File: config.mk
export PLATFORM = sky130hd
export DESIGN_NAME = mem_stage
export DESIGN_NICKNAME = d
export VERILOG_FILES = /design/src/rtl/arm_pkg.sv /design/src/rtl/data_mem.sv /design/src/rtl/mem_stage.sv
export SDC_FILE = /design/constraint.sdc
export NUM_CORES = 2
export LEC_CHECK = 0
export ABC_AREA = 1
export CAP_MARGIN = 20
export CORE_MARGIN = 1
export CORE_UTILIZATION = 45
export CTS_BUF_LIST = sky130_fd_sc_hd__clkbuf_8 sky130_fd_sc_hd__clkbuf_16
export DETAILED_ROUTE_END_ITERATION = 8
export SLEW_MARGIN = 5
export SYNTH_ARGS = -nofsm -noshare
export SYNTH_HDL_FRONTEND = slang
export SYNTH_SLANG_ARGS = --single-unit
File: constraint.sdc
create_clock -name clk -period 3 [get_ports clk]
set_input_delay 0.6 -clock clk [delete_from_list [all_inputs] [get_ports clk]]
set_output_delay 0.6 -clock clk [all_outputs]
set_load 0.005 [all_outputs]
File: src/rtl/arm_pkg.sv
// -----------------------------------------------------------------------------
// arm_pkg
// Shared types and widths for the ARM pipeline stages.
//   DATA_W      : datapath width (32)
//   REG_ID_W    : register-file index width (4)
//   mem_state_t : MEM-stage access sequencer states
//   exe_mem_t   : fields held in the EXE/MEM pipeline register
//   mem_wb_t    : fields held in the MEM/WB pipeline register
// -----------------------------------------------------------------------------
package arm_pkg;

   localparam int DATA_W   = 32;
   localparam int REG_ID_W = 4;

   typedef enum logic [1:0] {
      IDLE = 2'd0,
      WAIT = 2'd1,
      DONE = 2'd2
   } mem_state_t;

   typedef struct packed {
      logic                wb_en;
      logic                mem_r_en;
      logic                mem_w_en;
      logic [DATA_W-1:0]   alu_result;
      logic [DATA_W-1:0]   val_rm;
      logic [REG_ID_W-1:0] dest;
   } exe_mem_t;

   typedef struct packed {
      logic                wb_en;
      logic                mem_r_en;
      logic [DATA_W-1:0]   alu_result;
      logic [DATA_W-1:0]   mem_read_value;
      logic [REG_ID_W-1:0] dest;
      logic                addr_err;
   } mem_wb_t;

endpackage

File: src/rtl/data_mem.sv
// -----------------------------------------------------------------------------
// data_mem
// Synchronous DEPTH x DATA_W word array, one write port and one registered
// read port sharing a single address. No reset: contents survive pipeline
// reset. When read and write hit the same edge, rdata captures the word as it
// was before the write.
//   clk   in   clock, rising edge
//   we    in   write enable
//   re    in   read enable (rdata holds its value when low)
//   addr  in   word index
//   wdata in   write data
//   rdata out  registered read data
// -----------------------------------------------------------------------------
module data_mem
   import arm_pkg::*;
#(
   parameter int DEPTH = 64,
   parameter int IDX_W = 6
) (
   input  logic              clk,
   input  logic              we,
   input  logic              re,
   input  logic [IDX_W-1:0]  addr,
   input  logic [DATA_W-1:0] wdata,
   output logic [DATA_W-1:0] rdata
);

   logic [DATA_W-1:0] mem [DEPTH];

   always_ff @(posedge clk) begin
      if (we) begin
         mem[addr] <= wdata;
      end
      if (re) begin
         rdata <= mem[addr];
      end
   end

endmodule

File: src/rtl/mem_stage.sv
// -----------------------------------------------------------------------------
// mem_stage
// ARM pipeline MEM stage. Holds the EXE/MEM register, sequences loads and
// stores against an internal data memory with WAIT_CYCLES extra wait states,
// drives the MEM/WB register and exposes EXE/MEM contents as forwarding taps.
// freeze stalls the upstream pipeline while an access is in flight.
//   clk             in   clock, rising edge
//   rst             in   asynchronous reset, active low
//   WB_EN_in        in   write-back enable from EXE
//   MEM_R_EN_in     in   load from EXE
//   MEM_W_EN_in     in   store from EXE
//   ALU_result_in   in   ALU result / byte address from EXE
//   val_Rm_in       in   store data from EXE
//   Dest_in         in   destination register from EXE
//   freeze          out  stall request to upstream registers / hazard unit
//   fwd_WB_EN       out  EXE/MEM WB_EN tap
//   fwd_Dest        out  EXE/MEM Dest tap
//   fwd_ALU_Res     out  EXE/MEM ALU result tap
//   WB_EN_out       out  MEM/WB write-back enable
//   MEM_R_EN_out    out  MEM/WB load flag
//   ALU_result_out  out  MEM/WB ALU result
//   Mem_read_value  out  MEM/WB load data
//   Dest_out        out  MEM/WB destination register
//   addr_err        out  MEM/WB out-of-range access flag
// -----------------------------------------------------------------------------
module mem_stage
   import arm_pkg::*;
#(
   parameter int DEPTH       = 64,
   parameter int WAIT_CYCLES = 3,
   parameter int ADDR_BASE   = 1024
) (
   input  logic                clk,
   input  logic                rst,
   input  logic                WB_EN_in,
   input  logic                MEM_R_EN_in,
   input  logic                MEM_W_EN_in,
   input  logic [DATA_W-1:0]   ALU_result_in,
   input  logic [DATA_W-1:0]   val_Rm_in,
   input  logic [REG_ID_W-1:0] Dest_in,
   output logic                freeze,
   output logic                fwd_WB_EN,
   output logic [REG_ID_W-1:0] fwd_Dest,
   output logic [DATA_W-1:0]   fwd_ALU_Res,
   output logic                WB_EN_out,
   output logic                MEM_R_EN_out,
   output logic [DATA_W-1:0]   ALU_result_out,
   output logic [DATA_W-1:0]   Mem_read_value,
   output logic [REG_ID_W-1:0] Dest_out,
   output logic                addr_err
);

   localparam int IDX_W      = (DEPTH > 1) ? $clog2(DEPTH) : 1;
   localparam int CNT_W      = (WAIT_CYCLES > 1) ? $clog2(WAIT_CYCLES) : 1;
   localparam int CNT_INIT_I = (WAIT_CYCLES > 0) ? WAIT_CYCLES - 1 : 0;
   localparam logic [CNT_W-1:0] CNT_INIT = CNT_W'(CNT_INIT_I);

   exe_mem_t          exe_mem_p0;
   exe_mem_t          exe_mem_d;
   mem_wb_t           mem_wb_p1;
   mem_wb_t           mem_wb_d;
   mem_state_t        state_q;
   mem_state_t        state_d;
   logic [CNT_W-1:0]  cnt_q;
   logic [CNT_W-1:0]  cnt_d;

   logic              mem_op;
   logic              access;
   logic [DATA_W:0]   addr_diff;
   logic [DATA_W-3:0] word_idx;
   logic              out_of_range;
   logic              mem_we;
   logic              mem_re;
   logic [DATA_W-1:0] rd_buf;
   logic              unused_addr_lsbs;

   // ---- EXE/MEM register input ----
   always_comb begin
      exe_mem_d            = '0;
      exe_mem_d.wb_en      = WB_EN_in;
      exe_mem_d.mem_r_en   = MEM_R_EN_in;
      exe_mem_d.mem_w_en   = MEM_W_EN_in;
      exe_mem_d.alu_result = ALU_result_in;
      exe_mem_d.val_rm     = val_Rm_in;
      exe_mem_d.dest       = Dest_in;
   end

   assign mem_op = exe_mem_p0.mem_r_en | exe_mem_p0.mem_w_en;

   // One extra MSB in the subtraction exposes an address below ADDR_BASE as a
   // set borrow bit; the byte offset within a word is dropped.
   assign addr_diff        = {1'b0, exe_mem_p0.alu_result} - (DATA_W+1)'(ADDR_BASE);
   assign word_idx         = addr_diff[DATA_W-1:2];
   assign unused_addr_lsbs = ^addr_diff[1:0];
   assign out_of_range     = addr_diff[DATA_W] | (word_idx >= (DATA_W-2)'(DEPTH));

   // ---- access sequencer ----
   always_comb begin
      state_d = state_q;
      cnt_d   = cnt_q;
      freeze  = 1'b0;
      access  = 1'b0;
      case (state_q)
         IDLE: begin
            if (mem_op) begin
               freeze = 1'b1;
               if (WAIT_CYCLES == 0) begin
                  access  = 1'b1;
                  state_d = DONE;
               end else begin
                  cnt_d   = CNT_INIT;
                  state_d = WAIT;
               end
            end
         end
         WAIT: begin
            freeze = 1'b1;
            if (cnt_q != '0) begin
               cnt_d = cnt_q - CNT_W'(1);
            end else begin
               access  = 1'b1;
               state_d = DONE;
            end
         end
         DONE: begin
            state_d = IDLE;
         end
         default: begin
            state_d = IDLE;
         end
      endcase
   end

   // Out-of-range accesses never reach the array: stores vanish and the load
   // result is forced to zero below.
   assign mem_we = access & exe_mem_p0.mem_w_en & ~out_of_range;
   assign mem_re = access & exe_mem_p0.mem_r_en & ~out_of_range;

   data_mem #(
      .DEPTH (DEPTH),
      .IDX_W (IDX_W)
   ) u_data_mem (
      .clk   (clk),
      .we    (mem_we),
      .re    (mem_re),
      .addr  (word_idx[IDX_W-1:0]),
      .wdata (exe_mem_p0.val_rm),
      .rdata (rd_buf)
   );

   // ---- MEM/WB register input ----
   // While frozen a bubble is written so the instruction reaches WB only once,
   // on the edge that leaves DONE (or the single edge of a non-memory op).
   always_comb begin
      mem_wb_d = '0;
      if (!freeze) begin
         mem_wb_d.wb_en      = exe_mem_p0.wb_en;
         mem_wb_d.mem_r_en   = exe_mem_p0.mem_r_en;
         mem_wb_d.alu_result = exe_mem_p0.alu_result;
         mem_wb_d.dest       = exe_mem_p0.dest;
         mem_wb_d.addr_err   = mem_op & out_of_range;
         if ((state_q == DONE) && exe_mem_p0.mem_r_en && !out_of_range) begin
            mem_wb_d.mem_read_value = rd_buf;
         end
      end
   end

   // ---- pipeline registers and sequencer state ----
   always_ff @(posedge clk or negedge rst) begin
      if (!rst) begin
         state_q    <= IDLE;
         cnt_q      <= '0;
         exe_mem_p0 <= '0;
         mem_wb_p1  <= '0;
      end else begin
         state_q   <= state_d;
         cnt_q     <= cnt_d;
         mem_wb_p1 <= mem_wb_d;
         if (!freeze) begin
            exe_mem_p0 <= exe_mem_d;
         end
      end
   end

   // ---- outputs ----
   assign fwd_WB_EN      = exe_mem_p0.wb_en;
   assign fwd_Dest       = exe_mem_p0.dest;
   assign fwd_ALU_Res    = exe_mem_p0.alu_result;

   assign WB_EN_out      = mem_wb_p1.wb_en;
   assign MEM_R_EN_out   = mem_wb_p1.mem_r_en;
   assign ALU_result_out = mem_wb_p1.alu_result;
   assign Mem_read_value = mem_wb_p1.mem_read_value;
   assign Dest_out       = mem_wb_p1.dest;
   assign addr_err       = mem_wb_p1.addr_err;

endmodule

After elaboration in Yosys (flattened, before gate mapping)
Memory sizes are Yosys's and may differ from the RTL's. A register that Yosys moved wholly into a read port is not among the register bits.
Cells that the tools add are included.
{"block": "classes", "addsub": 2, "n_mul": 0, "n_div": 0, "order_cmp": 1, "n_eq_ne": 5, "n_shift": 0, "mux": 14, "n_bitwise": 8, "reduce_logical": 8}
{"operator": "two-way mux 71 bit", "count": 1}
{"operator": "subtractor 32 x 11 -> 33 bit (second input constant)", "count": 1}
{"operator": "two-way mux 32 bit", "count": 1}
{"operator": ">= comparator 30 x 7 -> 1 bit (second input constant)", "count": 1}
{"operator": "two-way mux 2 bit", "count": 4}
{"operator": "case mux 2 bit (2 select lines)", "count": 2}
{"operator": "inequality test 2 bit (second input constant)", "count": 3}
{"operator": "AND 1 bit", "count": 5}
{"operator": "two-way mux 1 bit", "count": 5}
{"operator": "nonzero test 2 bit", "count": 2}
{"operator": "AND reduction 3 bit", "count": 1}
{"operator": "equality test 2 x 1 -> 1 bit (second input constant)", "count": 1}
{"operator": "equality test 2 bit (second input constant)", "count": 1}
{"operator": "logical AND 1 bit", "count": 2}
{"operator": "zero test 2 bit", "count": 1}
{"operator": "OR 1 bit", "count": 2}
{"operator": "case mux 1 bit (2 select lines)", "count": 1}
{"operator": "AND reduction 2 bit", "count": 1}
{"operator": "subtractor 2 x 1 -> 2 bit (second input constant)", "count": 1}
{"operator": "zero test 1 bit", "count": 1}
{"operator": "inverter 1 bit", "count": 1}
{"block": "word_totals", "regBits": 146, "latch_bits": 0, "ram_bits": 2048, "mem_bits_ro": 0, "inputBits": 73, "out_inout_bits": 109, "word_cells": 53, "memories": 1}
{"name": "u_data_mem.mem", "depth": 64, "width": 32, "rd": 1, "rd_clocked_by_memory_dff": 1, "write_ports": 1, "line": "data_mem.sv:28", "source": "logic [DATA_W-1:0] mem [DEPTH];"}

Logic depth before layout (Yosys ltp)
{"block": "logic_depth", "depth_word": 7, "depth_mapped": 14, "mapped_depth_nobuf": 11}

By module
From an unflattened synthesis, not the netlist that was laid out.
{"block": "hier_totals", "hier_cells": 9083, "area_unflattened_um2": 92762.7}
{"module": "data_mem", "instances": 1, "cells_each": 8440, "area_per_inst_um2": 86823.3, "seq_area_each_um2": 62459.9}
{"module": "mem_stage", "instances": 1, "cells_each": 643, "area_per_inst_um2": 5939.4, "seq_area_each_um2": 3653.5}

Least setup slack after synthesis
Ideal clock, no wire load.
{"block": "synth_timing", "path_type": "reg2reg", "from": "reg exe_mem_p0 (netlist bit fwd_ALU_Res[13])", "to": "mem u_data_mem.mem[40][0], enable pin", "setup_ns": 0.421, "arrival_time_ns": 2.789, "t_required_ns": 2.579, "path_slack_ns": -0.210, "stages_incl_launch_ff": 10, "path_buffers": 0, "period_less_slack_ns": 3.210, "cell_sequence": "dfrtp_1 -> nor2_1 -> nand2_1 -> nor2_2 -> nand3_1 -> nand2_1 -> nand3_1 -> nor2_4 -> nand4_4 -> nor2_1"}
{"block": "synth_via", "elab_chain_len": 7}
{"element": "start: declaration", "line": "mem_stage.sv:58", "source": "exe_mem_t exe_mem_p0;"}
{"element": "start signal: assignment", "line": "mem_stage.sv:180", "source": "exe_mem_p0 <= exe_mem_d;"}
{"element": "subtractor 32 x 11 -> 33 bit (*)", "line": "mem_stage.sv:92", "source": "assign addr_diff = {1'b0, exe_mem_p0.alu_result} - (DATA_W+1)'(ADDR_BASE);"}
{"element": ">= comparator 30 x 7 -> 1 bit", "line": "mem_stage.sv:95", "source": "assign out_of_range = addr_diff[DATA_W] | (word_idx >= (DATA_W-2)'(DEPTH));"}
{"element": "OR 1 bit (*)", "line": "mem_stage.sv:95"}
{"element": "inverter 1 bit (*)", "line": "mem_stage.sv:136", "source": "assign mem_we = access & exe_mem_p0.mem_w_en & ~out_of_range;"}
{"element": "AND 1 bit (*)", "line": "mem_stage.sv:136"}
{"element": "two-way mux 1 bit (*)", "line": "data_mem.sv:31", "source": "if (we) begin"}
{"element": "two-way mux 1 bit (implied by the code) (*)", "line": "data_mem.sv:32", "source": "mem[addr] <= wdata;"}
{"element": "end: declaration", "line": "data_mem.sv:28"}
Mark *: on every way between the ends. The rest lies on a longest branch, timed or not.

Worst setup path after layout
{"block": "layout_timing", "from": "reg exe_mem_p0 (netlist bit fwd_ALU_Res[4])", "to": "reg u_data_mem.rdata[27] (read register of u_data_mem.mem), data pin"}
{"block": "layout_via", "elab_chain_len": 5}
{"element": "subtractor 32 x 11 -> 33 bit (*)", "line": "mem_stage.sv:92"}
{"element": ">= comparator 30 x 7 -> 1 bit", "line": "mem_stage.sv:95"}
{"element": "OR 1 bit", "line": "mem_stage.sv:95"}
{"element": "inverter 1 bit", "line": "mem_stage.sv:137", "source": "assign mem_re = access & exe_mem_p0.mem_r_en & ~out_of_range;"}
{"element": "AND 1 bit", "line": "mem_stage.sv:137"}
{"element": "end: declaration", "line": "data_mem.sv:25", "source": "output logic [DATA_W-1:0] rdata"}
Marks and branches as above.
A chain may end at the register's enable or synchronous reset.

==> results.ini <==
[routing]
dr.pass1.iters = 6
ant_nets = 0
dr_total_vias = 52900
post_drt_wl_per_cell_um = 28.2
drcViolationCount = 0
vias_per_cell = 5.71
wl_um = 261000
drt_iter0_markers = 7241

[setup_path]
reg2reg_depth = 11
reg2reg_from = fwd_ALU_Res[4]
rrSetupSlack_ns = -0.09
cp_max_fo = 51
arrival_ns = 3.81
r2r_end = u_data_mem.rdata[27]
crit_path_start_kind = flip-flop
crit_type = reg -> reg
worst_ep_required_time_ns = 3.73
end_kind = flip-flop

[yosys]
synth_top_cell_by_area = edfxtp_1
synth_area_um2 = 83500
synth.area.top_cells = edfxtp_1 75%, nand2_1 9.2%, dfrtp_1 4.4%, nand4_1 2.0%, a22oi_1 1.9%
postSynthCellCount = 6053
synth_top_area_share_pct = 74.8
synth-seq-area-share_pct = 79.2
synth_warnings = 0
synth_cell_types = 32
synth_nets = 6127
syn_avg_cell_area_um2 = 13.8
synth_seq_cells = 2226

[sta]
rsz0062_at_grt = true
worst_pin_slew_ns = 1.15
fin_skew_ns = 0.0249
slew_violations = 0
whs_ns = 0.273
setup_ws_ns = -0.0871
tns_ns = -0.133
period_needed_ns = 3.09
slew_headroom_pct = 23.2
setup_viol = 3
fmax_mhz = 324
finalCritPeriodShare_pct = 103
finalHoldViolations = 0

[hold_path]
holdPathEnd = exe_mem_p0[11]
holdPathStages = 3
holdCritPathClass = in -> reg
hp-start = val_Rm_in[7]

[outcome]
status = complete, but fails checks
violations = setup timing

[clock_tree]
ctsHtreeMaxLevel = 4
clkLatencyLatePin_ns = 0.86
cts-buffers-inserted = 214
cts_buffer_depth = 3
cts_tree = built
cts_sinks = 2226
clock-root-buffer = clkbuf_16
cts.clk_slew.worst_paths_ns = 0.06

[grt]
grt_usage_pct = 27.9
gr-total-overflow = 0
grt_pass1_vias = 50200
grt_first_pass_wirelength_um = 370000
grt_antenna_before_repair = 22
grt_max_degree = 143

[floorplanning]
start_util_pct = 45.4
num_io_pins = 182
rows = 157
die_h_um = 433
die_w_um = 433
die_area_um2 = 187000
core-area_um2 = 184000

[final_layout]
layout_common_cells = 2080 x edfxtp_1, 2035 x nand2_1, 337 x buf_4
nets = 6691
syn_to_final_growth_pct = 19.5
drive_gt1_share_pct = 13.7
stdcell_count = 9271
fin_area_um2 = 99800
postLayoutCoreUtil_pct = 54.3
mostFrequentLayoutCell = edfxtp_1

[placement]
dp_cells = 8864
dp_hpwl_um = 161000
gp_congestion = 0.885
dp_worst_setup_slack_ns = -0.217
portBuffers = 181
dpl_cell_area_um2 = 92900

[pwr]
power_mw = 94.8
p_leak_nw = 34.8
ir_drop_mv = 0.788
power_density_nw_per_um2 = 950

[job]
max-cap-violations = 0

worst max-delay path, cell delays in order, from the launching register on:
cell and delay, ns:
dfrtp_1 0.47, buf_4 0.18, nor3_2 0.53, buf_12 0.40, buf_4 0.24, nand2_1 0.07, nand4_1 0.09, o21ai_0 0.12
buf_4 0.17, nand2_1 0.26, nor2_1 0.22, nand2_1 0.12
metal layers:
metal	vias up	GRT usage [%]	routed length (µm)
met3	387	5.07	26900
met5	-	0	59
met2	3007	43.7	121000
li1	22900	-	-
met4	10	10.4	10000
met1	26600	39.1	104000
final cells by class:
cell class,count,area (µm²)
Antenna cell,9,22.5
Clock buffer,222,5520
Clock inverter,175,1260
Fill cell,14900,83900
Inverter,152,623
Multi-Input combinational cell,3348,15600
Sequential cell,2226,66200
Tap cell,2464,3080
Timing Repair Buffer,675,7480
worst max-delay path by stage:
stage / to / from / slack (ns) / cells past startpoint
floorplan: u_data_mem.mem[40][0] / fwd_ALU_Res[13] / -0.21 / 9
global placement: u_data_mem.rdata[12] / fwd_ALU_Res[3] / -0.22 / 11
detailed placement: u_data_mem.rdata[12] / fwd_ALU_Res[3] / -0.22 / 11
CTS: u_data_mem.rdata[27] / fwd_ALU_Res[4] / -0.03 / 11
global route: u_data_mem.rdata[27] / fwd_ALU_Res[4] / -0.08 / 11
finish: u_data_mem.rdata[27] / fwd_ALU_Res[4] / -0.09 / 11
power breakdown:
group          internal, mW  total, mW  leakage, nW  switching (mW)
Combinational          7.97       26.1         10.6            18.1
Clock                  14.6       26.2         3.51            11.6
Sequential             38.9       42.4         20.7            3.47
Total                  61.5       94.8         34.8            33.2
state kept, by name (all words and copies together) (netlist names):
| register | count |
|---|---|
| u_data_mem.rdata | 32 |
| fwd_ALU_Res | 32 |
| addr_err | 1 |
| Dest_out | 4 |
| state_q | 2 |
| fwd_Dest | 4 |
| cnt_q | 2 |
| Mem_read_value | 32 |
| fwd_WB_EN | 1 |
| MEM_R_EN_out | 1 |
| exe_mem_p0 | 34 |
| u_data_mem.mem | 2048 |
| WB_EN_out | 1 |
| ALU_result_out | 32 |
Yosys cell counts (all sizes together):
cell type     n
a21oi        44
nand4       263
nand3       169
o2bb2ai       7
buf         217
dfrtp       146
nand2      2038
and3          1
o21ai       259
a22oi       208
a31oi         1
inv         152
and2          1
nand3b        1
o22ai         1
ha            1
nor3         11
clkbuf      110
nor2        290
o2111ai      53
edfxtp     2080
repair_timing:
item / 4_1_cts / 5_1_grt
hold endpoints to repair: 73 / 0
gates resized for setup: 8 / 10
hold buffers: 1 / 0
setup endpoints to repair: 9 / 12
buffers inserted: 0 / 0
logic make-up (layout without fill, tap and decap cells):
family,after synthesis,count (layout),synth area share [%]
compound gates,573,573,4.33
fa+ha+maj,1,1,0.0150
buf+inv,479,1224,2.63
flops,2226,2226,79.2
other cells,0,9,0
simple gates,2774,2774,13.8
(Power assumes the default switching activity.)
